==> src/rtl/pmu_clk_gate_ctrl.sv <==
// pmu_clk_gate_ctrl: sleep-entry / wake-up sequencer driving the CPU and peripheral clock-gate enables.
// Define PMU_DEEP_SLEEP_EN to implement CTRL.deep_en and peripheral-clock gating (PER_OFF).
module pmu_clk_gate_ctrl #(
    parameter logic [7:0] SLEEP_DLY_RST = 8'd4,
    parameter logic [7:0] WAKE_DLY_RST  = 8'd8
) (
    input  logic        pmu_clk,
    input  logic        clkrst_b,
    input  logic        cpu_sleep_req,
    input  logic        wic_wakeup,
    input  logic        psel,
    input  logic        penable,
    input  logic        pwrite,
    input  logic [3:0]  paddr,
    input  logic [31:0] pwdata,
    output logic [31:0] prdata,
    output logic        gate_en0,
    output logic        gate_en1,
    output logic        pmu_cpu_wakeup
);
    typedef enum logic [2:0] {
        RUN     = 3'd0,
        ENTRY   = 3'd1,
        CPU_OFF = 3'd2,
        PER_OFF = 3'd3,
        SETTLE  = 3'd4
    } state_e;

    state_e      state_q, state_d;
    logic [7:0]  cnt_q, cnt_d;
    logic [15:0] dly_q, dly_d;
    logic        armed_q, armed_d;
    logic        gate0_q, gate0_d;
    logic        wake_q, wake_d;
    logic        deep_en;
    logic        wr;
    logic        unused_ok;

    assign wr        = psel && pwrite && penable;
    assign unused_ok = ^{pwdata[31:16], paddr[1:0]};
    assign dly_d     = (wr && paddr[3:2] == 2'd1) ? pwdata[15:0] : dly_q;

`ifdef PMU_DEEP_SLEEP_EN
    logic deep_q, deep_d;
    logic gate1_q, gate1_d;
    assign deep_d   = (wr && paddr[3:2] == 2'd0) ? pwdata[0] : deep_q;
    assign deep_en  = deep_q;
    assign gate_en1 = gate1_q;
    always_ff @(posedge pmu_clk or negedge clkrst_b) begin
        if (!clkrst_b) begin
            deep_q  <= 1'b0;
            gate1_q <= 1'b1;
        end else begin
            deep_q  <= deep_d;
            gate1_q <= gate1_d;
        end
    end
`else
    assign deep_en  = 1'b0;
    assign gate_en1 = 1'b1;
`endif

    always_comb begin
        state_d = state_q;
        cnt_d   = cnt_q;
        armed_d = armed_q;
        gate0_d = gate0_q;
        wake_d  = 1'b0;
`ifdef PMU_DEEP_SLEEP_EN
        gate1_d = gate1_q;
`endif
        case (state_q)
            RUN: begin
                armed_d = armed_q || !cpu_sleep_req;
                if (armed_q && cpu_sleep_req && !wic_wakeup) begin
                    state_d = ENTRY;
                    cnt_d   = dly_q[7:0];
                end
            end
            // abort outranks expiry so a late wake never gates the CPU
            ENTRY: begin
                if (!cpu_sleep_req || wic_wakeup) begin
                    state_d = RUN;
                end else if (cnt_q == 8'd0) begin
                    state_d = CPU_OFF;
                    gate0_d = 1'b0;
                end else begin
                    cnt_d = cnt_q - 8'd1;
                end
            end
            CPU_OFF: begin
                if (wic_wakeup) begin
                    state_d = SETTLE;
                    cnt_d   = dly_q[15:8];
`ifdef PMU_DEEP_SLEEP_EN
                end else if (deep_en) begin
                    state_d = PER_OFF;
                    gate1_d = 1'b0;
`endif
                end
            end
`ifdef PMU_DEEP_SLEEP_EN
            PER_OFF: begin
                if (wic_wakeup) begin
                    state_d = SETTLE;
                    cnt_d   = dly_q[15:8];
                    gate1_d = 1'b1;
                end
            end
`endif
            SETTLE: begin
                if (cnt_q == 8'd0) begin
                    state_d = RUN;
                    gate0_d = 1'b1;
                    wake_d  = 1'b1;
                    armed_d = 1'b0;
                end else begin
                    cnt_d = cnt_q - 8'd1;
                end
            end
            default: state_d = RUN;
        endcase
    end

    always_ff @(posedge pmu_clk or negedge clkrst_b) begin
        if (!clkrst_b) begin
            state_q <= RUN;
            cnt_q   <= 8'd0;
            dly_q   <= {WAKE_DLY_RST, SLEEP_DLY_RST};
            armed_q <= 1'b1;
            gate0_q <= 1'b1;
            wake_q  <= 1'b0;
        end else begin
            state_q <= state_d;
            cnt_q   <= cnt_d;
            dly_q   <= dly_d;
            armed_q <= armed_d;
            gate0_q <= gate0_d;
            wake_q  <= wake_d;
        end
    end

    assign gate_en0       = gate0_q;
    assign pmu_cpu_wakeup = wake_q;
    assign prdata = !(psel && !pwrite)  ? 32'b0 :
                    paddr[3:2] == 2'd0 ? {31'b0, deep_en} :
                    paddr[3:2] == 2'd1 ? {16'b0, dly_q} :
                    paddr[3:2] == 2'd2 ? {28'b0, armed_q, state_q} : 32'b0;
endmodule

==> config.mk <==
export PLATFORM = sky130hd
export DESIGN_NAME = pmu_clk_gate_ctrl
export DESIGN_NICKNAME = d
export VERILOG_FILES = /design/src/rtl/pmu_clk_gate_ctrl.sv
export SDC_FILE = /design/constraint.sdc
export NUM_CORES = 1
export LEC_CHECK = 0
export CORE_MARGIN = 2
export CORE_UTILIZATION = 38
export DETAILED_ROUTE_END_ITERATION = 8
export MAX_ROUTING_LAYER = met4
export PLACE_DENSITY = 0.76
export SKIP_CTS_REPAIR_TIMING = 1
export SLEW_MARGIN = 20
export SYNTH_ARGS = -nofsm -noshare
export SYNTH_HDL_FRONTEND = slang
export SYNTH_SLANG_ARGS = --single-unit
==> constraint.sdc <==
create_clock -name pmu_clk -period 1.9 [get_ports pmu_clk]
set_clock_uncertainty 0.2 [all_clocks]
set_input_delay 0.475 -clock pmu_clk [delete_from_list [all_inputs] [get_ports pmu_clk]]
set_output_delay 0.475 -clock pmu_clk [all_outputs]
set_load 0.03 [all_outputs]
# Word-level counts from Yosys, hierarchy flattened
# Index checks and enable logic that the tools add are counted.
word_totals:
  mem_bits_ro: 0
  n_memories: 0
  reg_bits: 30
  wordCells: 61
  latchBits: 0
  ram_bits: 0
op_classes:
  n_eq_ne: 11
  magnitude_cmp: 0
  add_sub_neg: 1
  n_div: 0
  n_shift: 0
  n_bitwise: 0
  mux: 22
  multipliers: 0
  n_reduce_logical: 21
op_table:
  columns: ["operator", "count"]
  rows:
  - ["$mux W16", 3]
  - ["$mux W8", 4]
  - ["$pmux W8 S4", 1]
  - ["$mux W3", 5]
  - ["$pmux W3 S4", 1]
  - ["$reduce_and A4 Y1", 3]
  - ["$ne A2 B2 Y1 const B", 5]
  - ["$logic_not A8 Y1", 1]
  - ["$sub A8 B1 Y8 const B", 1]
  - ["$logic_and A1 B1 Y1", 6]
  - ["$mux W1", 5]
  - ["$mux W4", 1]
  - ["$pmux W1 S2", 2]
  - ["$reduce_bool A2 Y1", 2]
  - ["$reduce_bool A4 Y1", 1]
  - ["$eq A3 B1 Y1 const B", 1]
  - ["$eq A3 B2 Y1 const B", 1]
  - ["$eq A3 B3 Y1 const B", 1]
  - ["$logic_not A1 Y1", 3]
  - ["$logic_not A3 Y1", 1]
  - ["$ne A3 B3 Y1 const B", 1]
  - ["$eq A2 B1 Y1 const B", 1]
  - ["$eq A2 B2 Y1 const B", 1]
  - ["$logic_not A2 Y1", 1]
  - ["2 further kinds", 3]

# Longest topological paths before layout
# Gate-level depths: netlist (run 1).
logic_depth:
  ltp_word: 5
  mapped_depth: 7
  depth_no_buf: 6

# Worst setup path before layout (run 1)
# Ideal clock, no wire load.
synth_path:
  kind: "input -> output"
  startpoint: "input port pwrite"
  endpoint: "output port prdata[10]"
  path_stages: 4
  arrival_ns: 1.438
  required_ns: 1.225
  slack_ns: -0.213
  n_path_buf: 1
  path_cell_list: "nand2b_1 > nor3b_1 > clkbuf_1 > and2_1"
synth_between:
  elab_chain_len: 3
synth_rtl:
  columns: ["element", "line_no", "text"]
  rows:
  - ["start: declaration", "13", "input logic pwrite,"]
  - ["$logic_not A1 Y1", "145", "assign prdata = !(psel && !pwrite) ? 32'b0 :"]
  - ["$logic_and A1 B1 Y1", "145", null]
  - ["$mux W16", "145", null]
  - ["end: declaration", "16", "output logic [31:0] prdata,"]
# Every way passes these cells.

# Worst setup path after layout (run 1)
layout_path:
  startpoint: "input port pwrite"
  endpoint: "output port prdata[8]"
# The elaborated chain is that of the path after synthesis.

==> results of run 1 <==
==> power breakdown <==
part           internal, W  switching, W  leakage [nW]
logic             0.000491      0.000475         0.862
clock network     0.000365      0.000243        0.0575
registers         0.000812      0.000191         0.364
total              0.00167      0.000909          1.28
==> path summary, 6_finish.rpt <==
path                            startpoint              to  cells past startpoint
max in group asynchronous         clkrst_b        dly_q[2]                      2
worst max-delay path                pwrite       prdata[8]                      6
worst max register to register    cnt_q[0]        gate_en0                      6
worst min register to register     armed_q         armed_q                      2
min in group asynchronous         clkrst_b  pmu_cpu_wakeup                      2
worst min-delay path            wic_wakeup      state_q[1]                      3
==> metal layers <==
metal / vias to the layer above / wire length, µm / share of wire
met5: - / 0 / 0
met4: 0 / 52 / 0.010
met3: 6 / 273 / 0.055
met2: 65 / 2613 / 0.53
met1: 826 / 2036 / 0.41
li1: 786 / - / -
==> cells in the mapped netlist (5+ instances only) <==
master,instances
dfrtp_1,26
nor2_1,14
a22oi_1,5
nor3_1,9
a21oi_1,7
nand2_1,6
clkbuf_1,5
o21ai_0,7
o2bb2ai_1,7
a221oi_1,5
buf_4,18
mux2_2,16
and2_1,13
==> final cells by class <==
class | count | area (µm²) | area share
Timing Repair Buffer | 77 | 726.9 | 0.2603
Multi-Input combinational cell | 144 | 1117 | 0.4001
Clock buffer | 8 | 110.1 | 0.03943
Tap cell | 54 | 67.56 | 0.02419
Sequential cell | 30 | 759.5 | 0.2720
Inverter | 3 | 11.26 | 0.004032
==> worst max-delay path, stage by stage <==
cell and delay, ns:
buf_6 0.09, nand2b_4 0.14, nor3b_4 0.25, buf_6 0.16
and2_4 0.15, buf_6 0.13
==> metrics by stage <==
| step | setup slack (ns) | instances | cell area, µm² | power, W | setup TNS (ns) |
|---|---|---|---|---|---|
| floorplan | -0.04279 | 202 | 1944 | 0.001504 | -0.04350 |
| global placement | -0.5019 | 298 | 2429 | 0.001790 | -18.14 |
| detailed placement | -0.5224 | 298 | 2429 | 0.001808 | -18.52 |
| CTS | -0.5279 | 306 | 2539 | 0.002423 | -11.94 |
| global route | -0.2038 | 316 | 2793 | 0.002707 | -2.556 |
| finish | -0.1722 | 316 | 2793 | 0.002578 | -1.838 |
==> logic make-up after synthesis <==
kind of cell / share of synthesized area
adder cells (fa/ha/maj): 0.01361
AND/OR/NAND/NOR: 0.2076
AO/OA/AOI/OAI: 0.1566
flip-flops: 0.4112
XOR/XNOR: 0.004766
other: 0.004086
multiplexers: 0.1035
buffers and inverters: 0.09870
==> sequential cells by signal (all words and copies together), names as in the netlist <==
register and flops:
dly_q 16, cnt_q 8, state_q 3, armed_q 1, gate_en0 1, pmu_cpu_wakeup 1
==> metrics.csv, run 1 <==
metric;value;unit
Final min period;2.072;ns
Ys Warns;0;
fillers;388;
share of cells above drive strength 1;0.4809;
Die Area;5409;µm²
hold_ws;0.2945;ns
Yosys cell types;40;
largest net degree at the start of global routing;31;
global-route wire length before repair;7134;µm
Most Crowded Layer GR;met2;
Post-Syn Instances;187;
H-Tree Depth;2;
ANT nets after route;0;
EDFF count, synth;0;
worst hold path class;input port to flop;
CTS Root Cell;clkbuf_8;
Ant. Diodes;0;
Final Core Density;0.5952;
post-route clock period utilization;1.091;
drt drc;0;
vias per cell;5.326;
Max VDD drop;0.5197;mV
Initial Utilization;0.3917;
area leader, netlist;dfrtp_1;
drt wl/cell;15.74;µm
Clock Latency Late Sink;0.29;ns
CP Max Fanout;6;
Core ar.;4692;µm²
Synth async-reset ratio;1.000;
synthesized flop and latch total;30;
total grt overflow;0;
vias in the first global route;1559;
final hold vios;0;
dominant synthesized flop cell;dfrtp_1;
met1 Usage GRT;0.2327;
Leakage Power;1.284;nW
Max Slew Vio Count;0;
clk sinks;30;
Std-Cell Rows;25;
PortBufs;42;
most common cell after layout, fill and taps aside;buf_4;
crit path DAT;1.40;ns
GR Util met2;0.2728;
synth top area cells;dfrtp_1, mux2_2, buf_4, dfstp_2, and2_1;
Tot GR Track Use;0.1765;
Die Span X;73.55;µm
share of the synthesized area in the top cell type;0.3540;
TritonCTS clock tree;built;
most frequent cells in the layout;buf_4, dfrtp_1, buf_6;
Longest Clk Path Bufs;2;
dpl hpwl;3201;µm
power per cell area;923.0;nW/µm²
Inserted Clock Buffers;5;
f_max;0.4826;GHz
area grow syn2layout;51.94;%
Critical Path RT;1.22;ns
worst-margin pin slew;0.5171;ns
GP Congestion;0.9313;
Final setup viols;14;
Clk pin slew, worst setup/hold paths;0.06;ns
slack of the critical path;-0.1722;ns
drt pass-1 iters;4;
sequential element share of the synthesized area;0.4112;
final wirelength;4975;µm
M3 GR Usage;0.03292;
FF-to-FF setup slack;-0.01;ns
critical path class;input port to primary output;
violated checks;negative setup slack;
max_slew headroom;0.6526;
Worst setup EP type;primary output;
antenna violations before repair;0;
IO Pins;78;
max-cap violations;0;
DR iter-0 viols;113;
Die Ht;73.55;µm
RSZ-0062 raised after global routing;yes;
Final #Nets;306;
status;complete, but fails checks;
DR vias;1683;
Post-Syn Area;1838;µm²
Syn Area/Cell;9.829;µm²
Critical Path Start Type;input port;
No activity file was read; power rests on OpenSTA's default activity.
==> run 2: changes to the inputs <==
--- a/config.mk
+++ b/config.mk
@@ -8,10 +8,10 @@
 export CORE_MARGIN = 2
 export CORE_UTILIZATION = 38
 export DETAILED_ROUTE_END_ITERATION = 8
-export MAX_ROUTING_LAYER = met4
 export PLACE_DENSITY = 0.76
 export SKIP_CTS_REPAIR_TIMING = 1
 export SLEW_MARGIN = 20
 export SYNTH_ARGS = -nofsm -noshare
 export SYNTH_HDL_FRONTEND = slang
 export SYNTH_SLANG_ARGS = --single-unit
+export TNS_END_PERCENT = 50
==> run 2 against run 1 <==
  * Clock power is 14% lower
  * Global-route usage is 1.5 points lower
  * Sequential power hardly changed
  * Worst hold slack better by 0.0043 ns
  * Cell count is 0.32% lower
  * Core utilization is 0.13 points higher
  * Total power is 4.6% lower
  * Worst setup slack better by 0.0055 ns
  * Non-clock buffer count is 1 lower
  * Register-to-register slack worse by 0.02 ns
  * Highest routed layer unchanged
  * The run still ends with negative setup slack left
==> metrics.csv, run 2 (synthesis gave the netlist of run 1 again) <==
metric;value;unit
total grt overflow;0;
max_slew headroom;0.6664;
crit-path cells;buf_6 -> nand2b_4 -> nor3b_4 -> buf_6 -> and2_4 -> buf_6;
drt pass-1 iters;4;
largest registers;dly_q (16), cnt_q (8), state_q (3);
Die Area;5409;µm²
GP Congestion;0.8689;
DR vias;1711;
fillers;366;
Critical Path RT;1.22;ns
GR Util met2;0.2500;
Worst setup EP type;primary output;
Final min period;2.067;ns
Non-Filler Instances;315;
crit path DAT;1.39;ns
critical path class;input port to primary output;
Most Crowded Layer GR;met2;
Longest Clk Path Bufs;2;
power per cell area;878.6;nW/µm²
max-cap violations;0;
dpl hpwl;3102;µm
Die Span X;73.55;µm
area grow syn2layout;52.28;%
clk sinks;30;
Inserted Clock Buffers;5;
worst hold path class;input port to flop;
Max Slew Vio Count;0;
Core ar.;4692;µm²
CP Max Fanout;6;
IO Pins;78;
CP peak stage delay;0.24;ns
Initial Utilization;0.3917;
Tot GR Track Use;0.1620;
delay-heaviest family, CP;simple AND/OR/NAND/NOR gates;
global-route wire length before repair;6927;µm
crit path launch;pwrite;
drt wl/cell;15.10;µm
Critical Path Start Type;input port;
Final setup viols;16;
DR iter-0 viols;65;
Register Area;758.2;µm²
post-route clock period utilization;1.088;
vias in the first global route;1500;
violated checks;negative setup slack;
M3 GR Usage;0.03429;
largest net degree at the start of global routing;31;
ANT nets after route;0;
Std-Cell Rows;25;
Ant. Diodes;0;
drt drc;0;
PortBufs;42;
worst-margin pin slew;0.4966;ns
Max VDD drop;0.5670;mV
Clock Latency Late Sink;0.28;ns
slack of the critical path;-0.1668;ns
final hold vios;0;
most frequent cells in the layout;buf_4, dfrtp_1, buf_6;
H-Tree Depth;2;
f_max;0.4838;GHz
Critical path buffers and inverters;3;
status;complete, but fails checks;
CP max stage cell;nor3b_4;
vias per cell;5.432;
TritonCTS clock tree;built;
Hold Crit Start;wic_wakeup;
worst reg2reg startpoint;armed_q;
setup slack at placement;-0.5167;ns
share of cells above drive strength 1;0.4598;
met1 Usage GRT;0.2334;
Die Ht;73.55;µm
final wirelength;4757;µm
Final #Nets;305;
Largest register FFs;16;
CP most frequent cell;buf_6;
register bank with the most flops;dly_q;
most common cell after layout, fill and taps aside;buf_4;
Leakage Power;1.288;nW
antenna violations before repair;0;
RSZ-0062 raised after global routing;yes;
CTS Root Cell;clkbuf_8;
Placed Cells;298;
Clk pin slew, worst setup/hold paths;0.06;ns
multi-input logic area;1119;µm²
==> run 2: where the power goes <==
group | leakage, nW | total (W) | internal, W | switching, W
combinational | 0.875 | 0.000951 | 0.000476 | 0.000475
clock | 0.0482 | 0.000524 | 0.000292 | 0.000232
sequential | 0.365 | 0.000985 | 0.000812 | 0.000172
total | 1.29 | 0.00246 | 0.00158 | 0.000879
==> run 2: worst paths after layout <==
check | endpoint | slack (ns) | cells past startpoint
max in group asynchronous | dly_q[11] | 0.90 | 2
worst min-delay path | state_q[1] | 0.30 | 3
worst max register to register | cnt_q[0] | -0.03 | 6
worst max-delay path | prdata[14] | -0.17 | 6
worst min register to register | gate_en0 | 0.34 | 2
min in group asynchronous | state_q[1] | 0.35 | 2
==> run 2: layer usage <==
layer | part of all wire | wire [µm]
met1 | 0.43 | 2056
met2 | 0.50 | 2363
met3 | 0.062 | 293
met4 | 0.0092 | 44
met5 | 0 | 0
==> run 2: layout make-up <==
type	count	area share
Sequential cell	30	0.2709
Multi-Input combinational cell	144	0.3996
Clock buffer	7	0.03084
Inverter	3	0.004023
Tap cell	54	0.02414
Timing Repair Buffer	76	0.2687
Clock inverter	1	0.001788
==> run 2: per-stage QoR <==
step / setup TNS [ns] / power (W) / cell area [µm²] / util / hold slack (ns)
finish: -1.875 / 0.002459 / 2799 / 0.5965 / 0.2988
global route: -2.636 / 0.002595 / 2799 / 0.5965 / 0.3117
CTS: -11.79 / 0.002318 / 2510 / 0.5349 / 0.3332
detailed placement: -18.58 / 0.001796 / 2419 / 0.5155 / 0.3216
global placement: -18.41 / 0.001780 / 2419 / 0.5155 / 0.3037
floorplan: -0.3204 / 0.001500 / 1932 / - / -0.02059
==> run 2: worst register-to-register path, cell delays in order, from the launching register on <==
cell,delay (ns)
dfstp_2,0.58
nor2b_1,0.27
a22oi_2,0.12
nor3_4,0.23
buf_12,0.17
o2bb2ai_1,0.08
a22o_1,0.17
==> run 3: changes to the inputs <==
--- a/config.mk
+++ b/config.mk
@@ -10,7 +10,7 @@
 export DETAILED_ROUTE_END_ITERATION = 8
 export PLACE_DENSITY = 0.76
 export SKIP_CTS_REPAIR_TIMING = 1
-export SLEW_MARGIN = 20
+export SLEW_MARGIN = 30
 export SYNTH_ARGS = -nofsm -noshare
 export SYNTH_HDL_FRONTEND = slang
 export SYNTH_SLANG_ARGS = --single-unit
==> results of run 3 <==
Final layout, timing and power as in run 2 (identical DEF).
